<file path="src/rtl/io_uart_rx.sv">
// ============================================================================
//  io_uart_rx : memory-mapped 8N1 UART receiver with a small byte FIFO
//  Revision   : 1.0
// ============================================================================
`default_nettype none

module io_uart_rx #(
  parameter int CLKS_PER_BIT = 104,
  parameter int FIFO_DEPTH   = 4
) (
  input  logic        clk,
  input  logic        reset,
  input  logic        rx,
  input  logic [31:0] addr,
  input  logic        isLoad,
  output logic [31:0] rdata,
  output logic        rxValid
);

  localparam int CNT_W = $clog2(CLKS_PER_BIT);
  localparam int IDX_W = $clog2(FIFO_DEPTH);
  localparam int PTR_W = IDX_W + 1;

  localparam logic [CNT_W-1:0] C_CNT_HALF = CNT_W'(CLKS_PER_BIT / 2 - 1);
  localparam logic [CNT_W-1:0] C_CNT_LAST = CNT_W'(CLKS_PER_BIT - 1);
  localparam logic [31:0]      C_ADDR_RXDATA = 32'h0040_0100;
  localparam logic [31:0]      C_ADDR_RXSTAT = 32'h0040_0104;
  localparam logic [PTR_W-1:0] C_PTR_ONE  = PTR_W'(1);
  localparam logic [PTR_W-1:0] C_FULL_XOR = {1'b1, {(PTR_W-1){1'b0}}};

  typedef enum logic [1:0] {
    S_IDLE  = 2'd0,
    S_START = 2'd1,
    S_DATA  = 2'd2,
    S_STOP  = 2'd3
  } state_t;

  state_t           state_q, state_d;
  logic [CNT_W-1:0] cnt_q, cnt_d;
  logic [2:0]       bit_idx_q, bit_idx_d;
  logic [7:0]       shift_q, shift_d;
  logic [1:0]       sync_q, sync_d;
  logic [PTR_W-1:0] wr_ptr_q, wr_ptr_d;
  logic [PTR_W-1:0] rd_ptr_q, rd_ptr_d;
  logic [7:0]       mem_q [FIFO_DEPTH];
  logic [7:0]       mem_d [FIFO_DEPTH];
  logic             overflow_q, overflow_d;
  logic             framing_err_q, framing_err_d;

  logic             rx_s;
  logic             push_req;
  logic             frame_err;
  logic             push_ok;
  logic             pop;
  logic             empty;
  logic             full;
  logic             sel_data;
  logic             sel_stat;
  logic [7:0]       head_byte;

  // Two-flop synchroniser; idles high so reset never looks like a start edge.
  assign sync_d = {sync_q[0], rx};
  assign rx_s   = sync_q[1];

  always_comb begin
    state_d   = state_q;
    cnt_d     = cnt_q;
    bit_idx_d = bit_idx_q;
    shift_d   = shift_q;
    push_req  = 1'b0;
    frame_err = 1'b0;
    case (state_q)
      S_IDLE: begin
        if (!rx_s) begin
          state_d = S_START;
          cnt_d   = '0;
        end
      end
      S_START: begin
        if (cnt_q == C_CNT_HALF) begin
          cnt_d     = '0;
          bit_idx_d = 3'd0;
          state_d   = rx_s ? S_IDLE : S_DATA;
        end else begin
          cnt_d = cnt_q + 1'b1;
        end
      end
      S_DATA: begin
        if (cnt_q == C_CNT_LAST) begin
          cnt_d            = '0;
          shift_d[bit_idx_q] = rx_s;
          if (bit_idx_q == 3'd7) begin
            state_d = S_STOP;
          end else begin
            bit_idx_d = bit_idx_q + 3'd1;
          end
        end else begin
          cnt_d = cnt_q + 1'b1;
        end
      end
      S_STOP: begin
        // Leaving at mid-stop-bit gives half a bit of slack for the next start.
        if (cnt_q == C_CNT_LAST) begin
          cnt_d     = '0;
          state_d   = S_IDLE;
          push_req  = rx_s;
          frame_err = !rx_s;
        end else begin
          cnt_d = cnt_q + 1'b1;
        end
      end
      default: begin
        state_d = S_IDLE;
      end
    endcase
  end

  assign empty    = (wr_ptr_q == rd_ptr_q);
  assign full     = ((wr_ptr_q ^ rd_ptr_q) == C_FULL_XOR);
  assign rxValid  = !empty;
  assign sel_data = (addr == C_ADDR_RXDATA);
  assign sel_stat = (addr == C_ADDR_RXSTAT);
  assign pop      = isLoad && sel_data && !empty;
  // A pop on the same edge frees the slot the push needs.
  assign push_ok  = push_req && (!full || pop);
  assign head_byte = empty ? 8'h00 : mem_q[rd_ptr_q[IDX_W-1:0]];

  always_comb begin
    mem_d    = mem_q;
    wr_ptr_d = wr_ptr_q;
    rd_ptr_d = rd_ptr_q;
    if (push_ok) begin
      mem_d[wr_ptr_q[IDX_W-1:0]] = shift_q;
      wr_ptr_d = wr_ptr_q + C_PTR_ONE;
    end
    if (pop) begin
      rd_ptr_d = rd_ptr_q + C_PTR_ONE;
    end
  end

  // Status clear on RXSTAT load; a new error on the same edge wins.
  always_comb begin
    overflow_d    = overflow_q;
    framing_err_d = framing_err_q;
    if (isLoad && sel_stat) begin
      overflow_d    = 1'b0;
      framing_err_d = 1'b0;
    end
    if (push_req && full && !pop) begin
      overflow_d = 1'b1;
    end
    if (frame_err) begin
      framing_err_d = 1'b1;
    end
  end

  always_comb begin
    rdata = 32'h0;
    if (sel_data) begin
      rdata = {23'b0, rxValid, head_byte};
    end else if (sel_stat) begin
      rdata = {28'b0, full, overflow_q, framing_err_q, rxValid};
    end
  end

  always_ff @(posedge clk) begin
    if (reset) begin
      state_q       <= S_IDLE;
      cnt_q         <= '0;
      bit_idx_q     <= 3'd0;
      shift_q       <= 8'h00;
      sync_q        <= 2'b11;
      wr_ptr_q      <= '0;
      rd_ptr_q      <= '0;
      overflow_q    <= 1'b0;
      framing_err_q <= 1'b0;
      for (int i = 0; i < FIFO_DEPTH; i++) begin
        mem_q[i] <= 8'h00;
      end
    end else begin
      state_q       <= state_d;
      cnt_q         <= cnt_d;
      bit_idx_q     <= bit_idx_d;
      shift_q       <= shift_d;
      sync_q        <= sync_d;
      wr_ptr_q      <= wr_ptr_d;
      rd_ptr_q      <= rd_ptr_d;
      overflow_q    <= overflow_d;
      framing_err_q <= framing_err_d;
      mem_q         <= mem_d;
    end
  end

endmodule

`default_nettype wire
</file>
<file path="config.mk">
export PLATFORM = sky130hd
export DESIGN_NAME = io_uart_rx
export DESIGN_NICKNAME = d
export VERILOG_FILES = /design/src/rtl/io_uart_rx.sv
export SDC_FILE = /design/constraint.sdc
export NUM_CORES = 1
export LEC_CHECK = 0
export CORE_MARGIN = 2
export CORE_UTILIZATION = 61
export CTS_BUF_LIST = sky130_fd_sc_hd__clkbuf_8
export DETAILED_ROUTE_END_ITERATION = 8
export DONT_BUFFER_PORTS = 1
export HOLD_SLACK_MARGIN = 0.12
export PLACE_DENSITY = 0.89
export SLEW_MARGIN = 10
export SYNTH_ARGS = -nofsm -noshare
export SYNTH_HDL_FRONTEND = slang
export SYNTH_SLANG_ARGS = --single-unit
</file>
<file path="constraint.sdc">
create_clock -name clk -period 3.9 [get_ports clk]
set_clock_uncertainty 0.2 [all_clocks]
set_input_delay 0.975 -clock clk [delete_from_list [all_inputs] [get_ports clk]]
set_output_delay 0.975 -clock clk [all_outputs]
set_load 0.005 [all_outputs]
</file>
==> impl_metrics.csv <==
group,metric,value,unit
floorplanning,fp.coreArea,5540,um^2
power,power,1.24,mW
route,wl_per_cell,17.0,um
worst_hold_path,hold_depth,1,
power,ir_drop,0.000256,V
sta,worst_slack,0.554,ns
sta,hold_viol_final,0,
final_layout,seqCellArea,1240,um^2
route,first_iter_violations,181,
place,dp_slack,0.527,ns
synthesis,post_synth.cell_area_avg,10.1,um^2
cts,hold_buffers,0,
cts,path_clk_slew,0.06,ns
worst_setup_path,start_kind,"input pin",
power,p_per_area,341,nW/um^2
sta,setup_violations,0,
floorplanning,chipHeight,80.2,um
global_routing,grt-ovfl-total,0,
final_layout,syn_to_final_growth,2.97,%
cts,htreeDepth,3,
worst_setup_path,r2r_slack,0.94,ns
synthesis,synth_edf_count,0,
final_layout,nets,387,
floorplanning,initial_utilization,0.638,
route,wirelength,7.12,mm
synthesis,synth_flop_cell,"dfxtp_1",
place,dp_cells,404,
final_layout,diodes,0,
outcome,status,"finished, final reports clean",
synthesis,netlist_area,3540,um^2
cts,numCtsBuffers,9,
worst_setup_path,cp_max_fo,3,
cts,cts_tree,"done",
place,portBuffers,0,
synthesis,synth-seq-cells,62,
sta,slew_viol_final,0,
worst_setup_path,rr_startpoint,"rd_ptr_q[0]$_SDFFE_PP0P_",
sta,finalSetupTns,0,ns
worst_hold_path,hp-start,"sync_q[0]$_SDFF_PP1_",
sta,min_period_over_period,0.858,
cts,post_cts_buffers,0,
global_routing,first_global_vias,2515,
global_routing,grt.total_usage,0.237,
cts,root_buffer,"clkbuf_8",
final_layout,fin_cells,419,
worst_hold_path,min_to,"sync_q[1]$_SDFF_PP1_",
sta,fin_hold_ws,0.208,ns
cts,clock_latency,0.34,ns
power,leakagePower,1.60,nW
cts,cts_buffer_depth,2,
worst_setup_path,end_kind,"output pin",
synthesis,synth_cell_types,59,
global_routing,grt_pass1_wl,11.4,mm
route,dr.pass1.iters,4,
floorplanning,num_rows,27,
sta,clock.fmax,299,MHz
global_routing,antenna_found_initial,0,
place,dp_hpwl,4.88,mm
cts,ctsResizeCount,0,
sta,rsz0062_at_grt,"no",
worst_setup_path,critical_path_arrival,2.17,ns
job,cap_violations,0,
sta,worstMarginPinSlew,0.841,ns
final_layout,fillers,424,
synthesis,yosysSeqAreaShare,0.351,
route,vias,2566,
worst_hold_path,holdCritPathClass,"flip-flop to flip-flop",
route,ant_nets,0,
worst_setup_path,critPathKind,"input pin to output pin",
worst_setup_path,r2r_cells,5,
final_layout,multi_input_area,2070,um^2
synthesis,async_flop_share,0,
place,place_congestion,0.897,
synthesis,ys_warn_count,0,
worst_setup_path,required,2.72,ns
floorplanning,dieArea,6420,um^2
floorplanning,fp.dieW,80.2,um
route,avgViaCountPerCell,6.12,
final_layout,post_route_cells_drive_above_1_share,0.118,
synthesis,netlist_instances,351,
cts,cts.sinks,62,
worst_setup_path,crit-reg2reg-capture,"wr_ptr_q[2]$_SDFFE_PP0P_",
sta,max_slew_margin,0.438,
route,drc,0,
floorplanning,io_pins,69,
sta,layout_min_cycle_time,3.35,ns
global_routing,grt_max_degree,74,
-- cells in the mapped netlist, types with 7 or more instances --
| master | instances | share of area |
|---|---|---|
| dfxtp_1 | 62 | 0.35 |
| mux2i_1 | 44 | 0.12 |
| nand2b_1 | 29 | 0.051 |
| nor2_1 | 26 | 0.028 |
| buf_4 | 25 | 0.053 |
| or2b_1 | 13 | 0.028 |
| nand2_1 | 11 | 0.012 |
| a21oi_1 | 9 | 0.013 |
| clkbuf_1 | 8 | 0.0085 |
| ha_1 | 8 | 0.028 |
| mux4_1 | 8 | 0.059 |
| inv_1 | 7 | 0.0074 |
-- power breakdown --
part	internal [mW]	switching, mW
Sequential	0.635	0.00269
Clock	0.343	0.242
Combinational	0.00940	0.0118
-- worst max path at each step --
stage	from	endpoint	slack (ns)	cells past startpoint
CTS	addr[11]	rdata[1]	0.53	4
finish	addr[11]	rdata[1]	0.55	4
floorplan	addr[11]	rdata[4]	0.74	4
global route	addr[25]	rdata[2]	0.43	4
detailed placement	addr[11]	rdata[1]	0.53	4
global placement	addr[11]	rdata[3]	0.59	4
-- stage by stage --
stage / cell area (um^2) / util
5_1_grt: 3640 / 0.657
4_1_cts: 3640 / 0.657
3_5_place_dp: 3430 / 0.620
3_3_place_gp: 3430 / 0.620
2_1_floorplan: 3620 / -
6_report: 3640 / 0.657
-- logic make-up (layout without fill, tap and decap cells) --
family / after synthesis / after routing / synth area share
AO/OA/AOI/OAI: 35 / 35 / 0.0853
XOR/XNOR: 5 / 5 / 0.0166
adder cells (fa/ha/maj): 8 / 8 / 0.0283
buffers and inverters: 49 / 23 / 0.0874
flip-flops: 62 / 62 / 0.351
multiplexers: 55 / 55 / 0.195
other: 1 / 23 / 0.00106
AND/OR/NAND/NOR: 136 / 136 / 0.236
-- final cells by class --
cell class	count	share of cell area
clock buffers	12	0.0453
clock inverters	3	0.0117
inverters	7	0.00721
multi-input cells	262	0.568
flip-flops and latches	62	0.341
well taps	72	0.0247
repair buffers	1	0.00206
-- state kept, by name, summed over array words and instances (netlist names), named ones only --
name           count
bit_idx_q          3
cnt_q              7
framing_err_q      1
mem_q             32
overflow_q         1
rd_ptr_q           3
shift_q            8
state_q            1
sync_q             2
wr_ptr_q           3
-- placed cells by master, fill, tap and decap left out, types with 2 or more instances in the layout --
cell type and n:
a211oi_1 3, a21oi_1 9, a311oi_1 2, a31oi_1 2, a32o_1 3, a41oi_1 2
and3_1 5, and3_2 4, and4_1 2, clkbuf_8 12, conb_1 23, dfxtp_1 62
ha_1 8, inv_1 7, mux2_2 2, mux2i_1 44, mux4_1 8, nand2_1 11
nand2b_1 29, nand3_1 6, nand4_1 6, nand4b_1 3, nor2_1 26, nor2b_1 2
nor3_1 4, nor4_1 5, nor4b_1 2, o211ai_4 3, o21ai_0 4, or2_2 4
or2b_1 13, or3_1 2, or3_2 2, xnor2_1 2, xor2_2 2
-- critical path: stages --
cell and delay, ns:
nor4b_1 0.35, nand4_1 0.16, nor3_1 0.46, a32o_1 0.23
-- layer usage --
metal / GRT usage / wire [um]
met4: 0.136 / 138
met5: 0 / 0
met2: 0.413 / 3590
met3: 0.0551 / 446
met1: 0.265 / 2950
(Power assumes the default switching activity.)
